<file path="src/rtl/modexp_ctrl.sv">
// Square-and-multiply sequencer for the modular-exponentiation datapath.
// The exponent is scanned MSB-first. One modular multiplication is issued at a
// time through a start/done handshake with the multiplier. Every output is a
// register loaded from the decode of the next state, so each output matches
// the current state's Moore decode without any combinational path to a port.
module modexp_ctrl #(
    parameter int unsigned n  = 6,
    parameter int unsigned CW = $clog2(2 * n + 1)
) (
    input  logic          clk,
    input  logic          reset_n,
    input  logic          start,
    input  logic [n-1:0]  key,
    input  logic          mul_done,
    output logic          mul_start,
    output logic          mux_sel,
    output logic          acc_load_one,
    output logic          acc_load_msg,
    output logic          acc_we,
    output logic          busy,
    output logic          done,
    output logic [CW-1:0] mul_count
);

    localparam int unsigned IW = (n > 1) ? $clog2(n) : 1;

    typedef enum logic [3:0] {
        IDLE,
        LOAD,
        SQ_REQ,
        SQ_WAIT,
        SQ_WB,
        MUL_REQ,
        MUL_WAIT,
        MUL_WB,
        NEXT,
        DONE
    } state_t;

    state_t        state, state_nx;
    logic [n-1:0]  e_r, e_nx;
    logic [IW-1:0] idx, idx_nx;
    logic [CW-1:0] count_nx;
    logic          mul_start_nx, mux_sel_nx, load_one_nx, load_msg_nx;
    logic          acc_we_nx, busy_nx, done_nx;

    // Position of the highest set bit; 0 when no bit is set.
    function automatic logic [IW-1:0] msb_pos(input logic [n-1:0] v);
        msb_pos = '0;
        for (int i = 0; i < int'(n); i++) begin
            if (v[i]) msb_pos = IW'(i);
        end
    endfunction

    // Next state, scan index, exponent latch, op counter and output decode.
    always_comb begin
        state_nx = state;
        e_nx     = e_r;
        idx_nx   = idx;
        count_nx = mul_count;

        case (state)
            IDLE: begin
                if (start) begin
                    e_nx     = key;
                    count_nx = '0;
                    idx_nx   = msb_pos(key);
                    state_nx = LOAD;
                end
            end
            LOAD: begin
                if (e_r == '0 || idx == '0) begin
                    state_nx = DONE;
                end else begin
                    idx_nx   = idx - IW'(1);
                    state_nx = SQ_REQ;
                end
            end
            SQ_REQ: begin
                count_nx = mul_count + CW'(1);
                state_nx = SQ_WAIT;
            end
            SQ_WAIT:  if (mul_done) state_nx = SQ_WB;
            SQ_WB:    state_nx = e_r[idx] ? MUL_REQ : NEXT;
            MUL_REQ: begin
                count_nx = mul_count + CW'(1);
                state_nx = MUL_WAIT;
            end
            MUL_WAIT: if (mul_done) state_nx = MUL_WB;
            MUL_WB:   state_nx = NEXT;
            NEXT: begin
                if (idx == '0) begin
                    state_nx = DONE;
                end else begin
                    idx_nx   = idx - IW'(1);
                    state_nx = SQ_REQ;
                end
            end
            DONE:     state_nx = IDLE;
            default:  state_nx = IDLE;
        endcase

        mul_start_nx = (state_nx == SQ_REQ) || (state_nx == MUL_REQ);
        mux_sel_nx   = (state_nx == MUL_REQ) || (state_nx == MUL_WAIT) || (state_nx == MUL_WB);
        acc_we_nx    = (state_nx == SQ_WB) || (state_nx == MUL_WB);
        load_one_nx  = (state_nx == LOAD) && (e_nx == '0);
        load_msg_nx  = (state_nx == LOAD) && (e_nx != '0);
        busy_nx      = (state_nx != IDLE);
        done_nx      = (state_nx == DONE);
    end

    // State, datapath-control registers and registered outputs.
    always_ff @(posedge clk or negedge reset_n) begin
        if (!reset_n) begin
            state        <= IDLE;
            e_r          <= '0;
            idx          <= '0;
            mul_count    <= '0;
            mul_start    <= 1'b0;
            mux_sel      <= 1'b0;
            acc_load_one <= 1'b0;
            acc_load_msg <= 1'b0;
            acc_we       <= 1'b0;
            busy         <= 1'b0;
            done         <= 1'b0;
        end else begin
            state        <= state_nx;
            e_r          <= e_nx;
            idx          <= idx_nx;
            mul_count    <= count_nx;
            mul_start    <= mul_start_nx;
            mux_sel      <= mux_sel_nx;
            acc_load_one <= load_one_nx;
            acc_load_msg <= load_msg_nx;
            acc_we       <= acc_we_nx;
            busy         <= busy_nx;
            done         <= done_nx;
        end
    end

endmodule

</file>
<file path="config.mk">
export PLATFORM = sky130hd
export DESIGN_NAME = modexp_ctrl
export DESIGN_NICKNAME = d
export VERILOG_FILES = /design/src/rtl/modexp_ctrl.sv
export SDC_FILE = /design/constraint.sdc
export NUM_CORES = 1
export LEC_CHECK = 0
export BUFFER_PORTS_ARGS = -buffer_cell sky130_fd_sc_hd__buf_2
export CAP_MARGIN = 10
export CORE_MARGIN = 8
export CORE_UTILIZATION = 59
export DETAILED_ROUTE_END_ITERATION = 8
export GPL_TIMING_DRIVEN = 1
export PLACE_DENSITY = 0.83
export SYNTH_ARGS = -nofsm -noshare
export SYNTH_HDL_FRONTEND = slang
export SYNTH_SLANG_ARGS = --single-unit
</file>
<file path="constraint.sdc">
create_clock -name clk -period 3.9 [get_ports clk]
set_input_delay 0.585 -clock clk [delete_from_list [all_inputs] [get_ports clk]]
set_output_delay 0.585 -clock clk [all_outputs]
set_load 0.01 [all_outputs]
</file>
After elaboration in Yosys (flattened, before gate mapping)
Cells that the tools add are included. W data, S select, Z words.

Register bits: 24. Output and inout port bits: 11. Logic and storage cells: 72.

Add/subtract/negate cells: 2. Magnitude comparators: 1. Equal/unequal tests: 18. Multiplexer cells: 22. Reduce and logical (&&, ||, !) cells: 18.

Operators by type and width (count): $pmux W4 S9 (1); $eq A4 B3 Y1 const B (8); $mux W4 (7); $mux W3 (7); $eq A4 B2 Y1 const B (3); $logic_not A6 Y1 (2); $mux W6 (2); $pmux W3 S3 (1); $eq A4 B1 Y1 const B (2); $eq A4 B4 Y1 const B (2); $pmux W4 S2 (1); $ne A2 B2 Y1 const B (3); $reduce_bool A6 Y1 (1); $logic_or A1 B1 Y1 (5); $add A4 B1 Y4 const B (1); $logic_not A4 Y1 (1); $lt A3 B4 Y1 const B (1); $reduce_and A4 Y1 (1); $reduce_bool A4 Y1 (1); $bmux W1 S3 (1); $logic_not A3 Y1 (1); $reduce_bool A3 Y1 (1); $sub A3 B1 Y3 const B (1); $logic_and A1 B1 Y1 (2); other kinds (4) (5).

Longest topological paths before layout
Gate-level depths: netlist (run 1).

Word-level depth: 7. Gate-level depth with buffers: 7.

Least setup slack after synthesis (run 1)
OpenSTA, ideal clock, no wires.

Kind: flip-flop to flip-flop. From: reg e_r[0]. To: reg idx[0]. Setup time: 0.120 ns. Arrival: 1.705 ns. Slack: 2.074 ns. Cell stages (with the launch flop): 6. Clock period less this slack: 1.826 ns. Path through: dfrtp_1 -> or4_4 -> and4bb_2 -> nor4_2 -> a211o_1 -> o211a_1.

Cells in the longest elaborated chain, start to end: 4.

Ends and longest elaborated chain: start: declaration (RTL line 41) `logic [n-1:0] e_r, e_nx;`; start signal: assignment (RTL line 128) `e_r <= e_nx;`; $logic_not A6 Y1 (RTL line 72) `if (e_r == '0 || idx == '0) begin`; $logic_or A1 B1 Y1 (RTL line 72); $ne A2 B2 Y1 (no source line); $reduce_and A4 Y1 (no source line); end signal: assignment (RTL line 129) `idx <= idx_nx;`; end: declaration (RTL line 42) `logic [IW-1:0] idx, idx_nx;`.

Every way passes these cells. A chain may end at the register's enable or synchronous reset.

Final worst setup path (run 1)
From: reg state[1]. To: reg idx[0].

Cells in the longest elaborated chain, start to end: 3. Elaborated cells between the ends (all ways): 9. Classes of those cells: 5 x eq/ne; 1 x mux; 3 x reduce/logical.

Ends and longest elaborated chain: start: declaration (RTL line 40) `state_t state, state_nx;`; start signal: assignment (RTL line 127) `state <= state_nx;`; $eq A4 B1 Y1 (tied with other cells) (RTL line 62) `case (state)`; $ne A2 B2 Y1 (no source line) / $reduce_bool A3 Y1 (equally long branches); $reduce_and A4 Y1 (no source line).

Several ways; a longest one is shown, not always the timed one.

==> results.py, run 1 <==
metrics = {
    "synth": {
        "synthesis.instances": 145,
        "synth_compound_area_frac": 0.157,
        "synth_cell_types": 41,
        "synth.area.top_cells": "dfrtp_1 (45%), nand2_1 (8.2%), mux2i_1 (3.8%)",
        "synth_edf_count": 0,
        "ys_seq_area_frac": 0.452,
        "yosys.area.top_type": "dfrtp_1",
        "postSynthNetCount": 158,
        "synthMuxAreaShare": 0.0659,
        "synthXorXnorAreaFrac": 0.0132,
        "yosysWarnings": 0,
        "synth_seq_cells": 24,
        "synthArstFlopShare": 1.00,
        "synth.top_cell.area_share": 0.452,
        "synth-main-ff-cell": "dfrtp_1",
        "synth_top_family_by_area": "simple AND/OR/NAND/NOR gates",
        "synthesis.area_um2": 1330,
        "avgSynthCellArea_um2": 9.17,
        "synth-simple-area-share": 0.240,
        "synth_fa_ha_area_frac": 0.0282,
    },
    "cts": {
        "cts-htree-levels": 1,
        "cts_root_buf": "clkbuf_4",
        "tritoncts": "built",
        "cts_sinks": 24,
        "cts_setup_buffers": 0,
        "cts_buffers": 3,
        "post_cts_resized": 0,
        "clkTransAtPathRegs_ns": 0.14,
        "clk_latency_ns": 0.32,
        "cts.path.max_buffers": 2,
        "cts_hold_buf": 0,
    },
    "setup_path": {
        "path_cells": "and2b_1, and4bb_2, nor4_2, a21oi_1, o211a_1",
        "crit_required_ns": 4.13,
        "worstPathMaxFanout": 12,
        "critPathCaptureType": "register",
        "arrival_ns": 2.36,
        "reg2regPathDepth": 5,
        "crit_slowest_cell": "dfrtp_1",
        "r2r_setup_slack_ns": 1.77,
        "critical_path.startpoint_type": "register",
        "r2r-end": "idx[0]$_DFFE_PN0P_",
        "criticalPathCategory": "register to register",
        "r2r-start": "state[1]$_DFF_PN0_",
        "cp_slowest_stage_delay_ns": 0.56,
    },
    "place": {
        "dp_worst_setup_slack_ns": 1.79,
        "io_buffer_count": 20,
        "gp_congestion": 0.998,
        "place_hpwl_mm": 2.21,
    },
    "global_routing": {
        "antenna_found_initial": 0,
        "grt_pass1_wl_mm": 5.04,
        "grtUsageTotal": 0.150,
        "grt_max_degree": 25,
        "gr-total-overflow": 0,
        "grt_pass1_vias": 1169,
    },
    "timing": {
        "slew_headroom": 0.596,
        "finalClockSkew_ns": 0.00290,
        "finalCritPeriodShare": 0.547,
        "rsz0062_at_grt": "no",
        "hold_ws_ns": 0.216,
        "fin_crit_ns": 2.13,
        "setup_viol": 0,
        "finalSetupTns_ns": 0,
        "setup_ws_ns": 1.77,
        "hold_violations": 0,
        "drv_slew": 0,
        "worst_slew_pin_slew_ns": 0.600,
        "timing.fmax_mhz": 469,
    },
    "floorplan": {
        "die_y_um": 63.5,
        "io-pin-count": 21,
        "core_um2": 2170,
        "die_w_um": 63.5,
        "die_area_um2": 4030,
        "initial_core_util": 0.613,
        "row_count": 17,
    },
    "pwr": {
        "peakVddDrop_v": 0.000523,
        "cellPowerDensity_nw_per_um2": 926,
        "leakagePower_nw": 0.763,
    },
    "routing": {
        "routedWlPerCell_um": 15.1,
        "drtPass1Iterations": 4,
        "vias": 1143,
        "viasPerCell": 5.95,
        "wl_mm": 2.90,
        "drcViolationCount": 0,
        "drt-initial-drc-count": 58,
        "ant_nets": 0,
    },
    "worst_hold_path": {
        "hold_path_class": "primary input to asynchronous set/reset pin",
    },
    "layout": {
        "area_growth_pct": 11.9,
        "diodes": 0,
        "nNetsFinal": 178,
        "drive_gt1_frac": 0.177,
        "num-fill-cells": 198,
    },
    "run": {
        "cap_violations": 0,
    },
    "status": {
        "status": "completed",
    },
}
==> area by class of cell <==
class | count | area, um2 | area share
multi-input combinational | 108 | 671 | 0.450
sequential | 24 | 601 | 0.403
timing repair buffer | 20 | 100 | 0.0672
tap | 28 | 35.0 | 0.0235
clock inverter | 1 | 30.0 | 0.0202
inverter | 8 | 30.0 | 0.0202
clock buffer | 3 | 22.5 | 0.0151
==> cell families (layout without fill, tap and decap cells) <==
group | after synthesis | after routing
compound gates | 30 | 30
xor+xnor | 2 | 2
fa+ha+maj | 3 | 3
buf+inv | 13 | 32
flops | 24 | 24
mux | 7 | 7
simple gates | 66 | 66
==> worst max path at each step <==
stage	start	end	cells after the start
floorplan	e_r[0]$_DFF_PN0_	idx[0]$_DFFE_PN0P_	5
global placement	mul_done	idx[0]$_DFFE_PN0P_	6
detailed placement	mul_done	idx[0]$_DFFE_PN0P_	6
CTS	idx[0]$_DFFE_PN0P_	idx[1]$_DFFE_PN0P_	7
global route	state[1]$_DFF_PN0_	idx[0]$_DFFE_PN0P_	5
finish	state[1]$_DFF_PN0_	idx[0]$_DFFE_PN0P_	5
==> metrics by stage <==
stage,power (mW),cells,utilization,area [um2]
finish,1.38,192,0.686,1490
global route,1.49,192,0.686,1490
CTS,1.38,192,0.686,1490
detailed placement,1.20,188,0.662,1440
global placement,1.15,188,0.662,1440
floorplan,1.02,145,-,1330
==> state kept, by name (all words and copies together), names as in the netlist <==
register and cells:
idx 3, acc_load_one 1, busy 1, state 4, done 1, acc_we 1
acc_load_msg 1, mux_sel 1, mul_count 4, mul_start 1, e_r 6
==> per-layer routing <==
metal / GRT usage / vias to the layer above / wire (um)
li1: - / 554 / -
met1: 0.166 / 551 / 1230
met2: 0.262 / 34 / 1470
met3: 0.0424 / 4 / 170
met4: 0.0585 / 0 / 27
met5: 0 / - / 0
==> power breakdown <==
group          leakage [nW]  internal [mW]  total (mW)  switching [mW]
clock                0.0279          0.104       0.182          0.0780
sequential            0.305          0.359       0.484           0.125
combinational         0.430          0.307       0.714           0.407
total                 0.763          0.769        1.38           0.610
==> cells in the mapped netlist, types with 2 or more instances <==
master	count
o21ai_0	6
o31ai_1	2
nor4_1	2
a31oi_1	2
nand3_1	5
inv_1	8
a21oi_1	7
a22oi_1	2
nand2b_1	2
buf_4	2
nand2_1	29
nor3_1	4
dfrtp_1	24
nor2b_1	2
xnor2_1	2
nor2_1	13
mux2i_1	5
ha_1	3
buf_2	2
o211a_1	2
==> cells in the final DEF (no fill, tap or decap), types with 2 or more instances in the layout <==
master / count
xnor2_1: 2
dfrtp_1: 24
a22oi_1: 2
nor2_1: 13
buf_2: 20
o21ai_0: 6
nand2b_1: 2
nor4_1: 2
a31oi_1: 2
nand2_1: 29
o31ai_1: 2
ha_1: 3
nor3_1: 4
o211a_1: 2
nand3_1: 5
mux2i_1: 5
clkbuf_4: 3
nor2b_1: 2
a21oi_1: 7
inv_1: 8
==> critical path: cells and delay by family (launching register included) <==
kind	cells	cell delay, ns
simple gates	3	1.02
flops	1	0.56
compound gates	2	0.46
No activity file was read; power rests on OpenSTA's default activity.
==> run 2: changes to the inputs <==
--- a/config.mk
+++ b/config.mk
@@ -8,10 +8,10 @@
 export BUFFER_PORTS_ARGS = -buffer_cell sky130_fd_sc_hd__buf_2
 export CAP_MARGIN = 10
 export CORE_MARGIN = 8
-export CORE_UTILIZATION = 59
+export CORE_UTILIZATION = 50
 export DETAILED_ROUTE_END_ITERATION = 8
 export GPL_TIMING_DRIVEN = 1
-export PLACE_DENSITY = 0.83
+export PLACE_DENSITY = 0.75
 export SYNTH_ARGS = -nofsm -noshare
 export SYNTH_HDL_FRONTEND = slang
 export SYNTH_SLANG_ARGS = --single-unit
==> constraint.sdc (replaced) <==
create_clock -name clk -period 1.9 [get_ports clk]
set_input_delay 0.285 -clock clk [delete_from_list [all_inputs] [get_ports clk]]
set_output_delay 0.285 -clock clk [all_outputs]
set_load 0.01 [all_outputs]
==> results.py, run 2 (synthesis gave the netlist of run 1 again) <==
metrics = {
    "routing": {
        "ant_nets": 0,
        "drcViolationCount": 0,
        "wl_mm": 3.28,
        "vias": 1209,
        "routedWlPerCell_um": 15.7,
        "drt-initial-drc-count": 57,
        "drtPass1Iterations": 8,
        "viasPerCell": 5.78,
    },
    "setup_path": {
        "path_cells": "xnor2_1, nor4_4, buf_4, nor3_2, and3b_1, o21ai_0",
        "cp_slowest_stage_delay_ns": 0.53,
        "worstSetupEndpoint": "busy$_DFF_PN0_",
        "worstSetupStartpoint": "state[3]$_DFF_PN0_",
        "crit_required_ns": 2.12,
        "reg2regPathDepth": 6,
        "crit_slowest_cell": "dfrtp_1",
        "r2r-end": "busy$_DFF_PN0_",
        "critPathCaptureType": "register",
        "critical_path.startpoint_type": "register",
        "r2r_setup_slack_ns": 0.02,
        "worstPathMaxFanout": 10,
        "criticalPathCategory": "register to register",
        "r2r-start": "state[3]$_DFF_PN0_",
        "arrival_ns": 2.11,
    },
    "timing": {
        "finalClockSkew_ns": 0.0133,
        "worst_slew_pin_slew_ns": 0.538,
        "setup_ws_ns": 0.0168,
        "slew_headroom": 0.641,
        "setup_viol": 0,
        "rsz0062_at_grt": "yes",
        "finalCritPeriodShare": 0.991,
        "timing.fmax_mhz": 531,
        "drv_slew": 0,
        "fin_crit_ns": 1.88,
        "hold_violations": 0,
        "hold_ws_ns": 0.135,
    },
    "floorplan": {
        "die_area_um2": 4570,
        "core_um2": 2500,
        "initial_core_util": 0.532,
        "die_w_um": 67.6,
        "die_y_um": 67.6,
        "row_count": 18,
        "io-pin-count": 21,
    },
    "worst_hold_path": {
        "hp-start": "key[0]",
        "hold_path_class": "primary input to register",
    },
    "layout": {
        "final_util": 0.666,
        "nNetsFinal": 193,
        "largest_reg_flops": 6,
        "top_register": "e_r",
        "layout_commonest_cell": "nand2_1",
        "drive_gt1_frac": 0.279,
        "diodes": 0,
        "top_regs": "e_r (6), mul_count (4), state (4)",
        "num-fill-cells": 200,
        "final_cell_mix": "nand2_1 (29), dfrtp_1 (23), buf_2 (20)",
        "area_growth_pct": 25.1,
    },
    "place": {
        "place_hpwl_mm": 2.40,
        "gp_congestion": 0.900,
        "io_buffer_count": 20,
        "dp_worst_setup_slack_ns": -0.0691,
    },
    "pwr": {
        "power.share.switching": 0.434,
        "clkPwrFrac": 0.115,
        "p_sw_mw": 1.40,
        "peakVddDrop_v": 0.00105,
        "comb_power_share": 0.589,
        "cell_internal_pwr_mw": 1.82,
        "total_power_mw": 3.22,
        "cellPowerDensity_nw_per_um2": 1940,
        "seqPwrFrac": 0.295,
        "leakagePower_nw": 0.848,
    },
    "global_routing": {
        "grtUsageTotal": 0.148,
        "grt_pass1_vias": 1204,
        "antenna_found_initial": 0,
        "grt_pass1_wl_mm": 5.19,
        "grt_max_degree": 25,
        "gr-total-overflow": 0,
    },
    "cts": {
        "cts-htree-levels": 1,
        "cts_sinks": 24,
        "clk_latency_ns": 0.32,
        "tritoncts": "built",
        "clkTransAtPathRegs_ns": 0.14,
        "cts_buffers": 3,
        "cts_root_buf": "clkbuf_4",
        "cts.path.max_buffers": 2,
    },
    "run": {
        "cap_violations": 0,
    },
    "status": {
        "status": "completed",
    },
}
## run 2: changes by cell type in the layout (fill, tap and decap cells not counted), sizes merged
| cell | delta |
|---|---|
| buf | +14 |
| dlygate4sd3 | +1 |
## run 2: power by group through the flow
stage          Combinational (mW)  Clock (mW)  Sequential [mW]
2_1_floorplan                1.17           0            0.918
3_3_place_gp                 1.63           0            0.944
3_5_place_dp                 1.66           0            0.958
4_1_cts                      1.77       0.378            0.951
5_1_grt                      2.10       0.396            0.979
6_report                     1.90       0.372            0.952
## run 2: area by class of cell
class | instances | area, um2 | area share
Multi-Input combinational cell | 108 | 727 | 0.437
Timing Repair Buffer | 35 | 215 | 0.129
Tap cell | 30 | 37.5 | 0.0226
Clock inverter | 1 | 30.0 | 0.0180
Clock buffer | 3 | 22.5 | 0.0135
Sequential cell | 24 | 602 | 0.362
Inverter | 8 | 30.0 | 0.0180
## run 2: metal layers
layer	part of all wire	GRT usage	wire length (um)
met1	0.43	0.170	1420
met2	0.48	0.251	1590
met3	0.053	0.0364	174
met4	0.030	0.0731	99
met5	0	0	0
## run 2: worst min path at each step
stage                                        end  cells after the start
final                     acc_load_one$_DFF_PN0_                      2
after global routing      acc_load_one$_DFF_PN0_                      2
after detailed placement      state[3]$_DFF_PN0_                      1
after CTS                 acc_load_one$_DFF_PN0_                      2
after floorplan           acc_load_msg$_DFF_PN0_                      0
after global placement        state[3]$_DFF_PN0_                      1
## run 2: worst max-delay path, delay by kind of cell (launching register included)
family                    cells  cell delay [ns]
and+or+nand+nor               3             0.58
DFF                           1             0.53
xor gates and xnor gates      1             0.44
buffers and inverters         1             0.16
AOI/OAI and AO/OA             1             0.08
## run 2: metrics by stage
stage	std cells	setup TNS, ns	area [um2]
after floorplan	145	0	1330
final	209	0	1660
after CTS	207	-0.0120	1610
after global placement	201	0	1520
after detailed placement	201	-0.117	1520
after global routing	209	-0.260	1660
## run 2: timing repair
action,4_1_cts,5_1_grt
setup buffers,1,2
hold buffers,1,0
endpoints found under the setup margin,3,8
gates resized for setup,3,7
endpoints found under the hold margin,24,0
pin swaps,3,2
==> run 3: changes to the inputs <==
--- a/config.mk
+++ b/config.mk
@@ -12,6 +12,7 @@
 export DETAILED_ROUTE_END_ITERATION = 8
 export GPL_TIMING_DRIVEN = 1
 export PLACE_DENSITY = 0.75
+export REMOVE_ABC_BUFFERS = 1
 export SYNTH_ARGS = -nofsm -noshare
 export SYNTH_HDL_FRONTEND = slang
 export SYNTH_SLANG_ARGS = --single-unit
==> results.py, run 3 (synthesis gave the netlist of run 1 again) <==
metrics = {
    "place": {
        "placed_area_um2": 1550,
        "io_buffer_count": 20,
        "gp_congestion": 0.984,
        "place_hpwl_mm": 2.47,
        "dp_worst_setup_slack_ns": -0.0259,
    },
    "timing": {
        "slew_headroom": 0.647,
        "finalClockSkew_ns": 0.00232,
        "setup_ws_ns": -0.0166,
        "drv_slew": 0,
        "hold_violations": 0,
        "setup_viol": 1,
        "worst_slew_pin_slew_ns": 0.529,
        "rsz0062_at_grt": "yes",
        "fin_crit_ns": 1.92,
        "timing.fmax_mhz": 522,
        "finalCritPeriodShare": 1.01,
    },
    "setup_path": {
        "worstPathMaxFanout": 5,
        "critical_path.startpoint_type": "register",
        "crit_required_ns": 2.13,
        "arrival_ns": 2.15,
        "critPathCaptureType": "register",
        "criticalPathCategory": "register to register",
    },
    "cts": {
        "cts_root_buf": "clkbuf_4",
        "cts_buffers": 3,
        "cts_sinks": 24,
        "clkTransAtPathRegs_ns": 0.13,
        "tritoncts": "built",
        "clk_latency_ns": 0.33,
        "cts-htree-levels": 1,
        "cts.path.max_buffers": 2,
    },
    "floorplan": {
        "core_um2": 2500,
        "row_count": 18,
        "io-pin-count": 21,
        "die_w_um": 67.6,
        "die_area_um2": 4570,
        "die_y_um": 67.6,
        "initial_core_util": 0.532,
    },
    "global_routing": {
        "grtUsageTotal": 0.156,
        "grt_pass1_vias": 1255,
        "grt_max_degree": 25,
        "gr-total-overflow": 0,
        "antenna_found_initial": 0,
        "grt_pass1_wl_mm": 5.53,
    },
    "layout": {
        "final_cell_mix": "nand2_1 (29), dfrtp_1 (23), buf_2 (20)",
        "area_growth_pct": 27.2,
        "drive_gt1_frac": 0.302,
        "top_regs": "e_r (6), mul_count (4), state (4)",
        "diodes": 0,
        "largest_reg_flops": 6,
        "top_register": "e_r",
        "fin_area_um2": 1690,
        "layout_commonest_cell": "nand2_1",
        "nNetsFinal": 196,
    },
    "status": {
        "violations": "negative setup slack",
        "status": "finished, violations left",
    },
    "routing": {
        "vias": 1219,
        "wl_mm": 3.33,
        "drcViolationCount": 0,
        "drt-initial-drc-count": 114,
        "ant_nets": 0,
        "routedWlPerCell_um": 15.7,
        "drtPass1Iterations": 4,
        "viasPerCell": 5.75,
    },
    "pwr": {
        "peakVddDrop_v": 0.00122,
        "total_power_mw": 3.30,
        "cellPowerDensity_nw_per_um2": 1950,
        "leakagePower_nw": 0.867,
    },
    "worst_hold_path": {
        "hold_path_class": "primary input to register",
    },
    "run": {
        "cap_violations": 0,
    },
}
run 3: what timing repair did:
item / in CTS / in global routing
pin swaps: 3 / 5
hold buffers: 1 / 0
setup endpoints to repair: 1 / 7
resized for setup: 3 / 9
setup buffers: 1 / 1
hold endpoints to repair: 24 / 0
run 3: path summary, 6_finish.rpt:
path | slack (ns) | depth (start not counted) | from | endpoint
max in group asynchronous | 1.07 | 2 | reset_n | state[3]$_DFF_PN0_
max | -0.02 | 5 | e_r[1]$_DFF_PN0_ | idx[0]$_DFFE_PN0P_
max reg2reg | -0.02 | 5 | e_r[1]$_DFF_PN0_ | idx[0]$_DFFE_PN0P_
min | 0.13 | 2 | key[0] | acc_load_one$_DFF_PN0_
min reg2reg | 0.52 | 1 | mul_count[2]$_DFFE_PN0P_ | mul_count[2]$_DFFE_PN0P_
min in group asynchronous | 0.45 | 2 | reset_n | busy$_DFF_PN0_
run 3: through the flow:
step / hold slack (ns) / TNS, ns / std cells / util
after floorplan: -0.0106 / 0 / 140 / -
after global placement: 0.287 / 0 / 205 / 0.621
after detailed placement: 0.303 / -0.0259 / 205 / 0.621
after CTS: 0.130 / 0 / 211 / 0.657
after global routing: 0.144 / -0.298 / 212 / 0.677
final: 0.125 / -0.0166 / 212 / 0.677
run 3: layout make-up:
type / instances / area, um2
Timing Repair Buffer: 38 / 238
Clock inverter: 1 / 30.0
Inverter: 8 / 30.0
Tap cell: 30 / 37.5
Multi-Input combinational cell: 108 / 732
Fill cell: 188 / 808
Clock buffer: 3 / 22.5
Sequential cell: 24 / 602
run 3: worst max-delay path, stage by stage, from the launching register on:
cell and delay (ns):
dfrtp_1 0.41, or4_4 0.53, and4bb_2 0.37, nor4_4 0.08
a211o_1 0.30, o211a_1 0.13
run 3: metal layers:
layer	routed length [um]	vias to the layer above	GRT usage
li1	-	586	-
met3	247	8	0.0414
met5	0	-	0
met2	1720	48	0.265
met1	1320	577	0.176
met4	46	0	0.0809
run 3: power breakdown:
part	switching (mW)	total [mW]	internal, mW
registers	0.207	0.946	0.739
clock network	0.162	0.376	0.214
logic	1.06	1.98	0.920
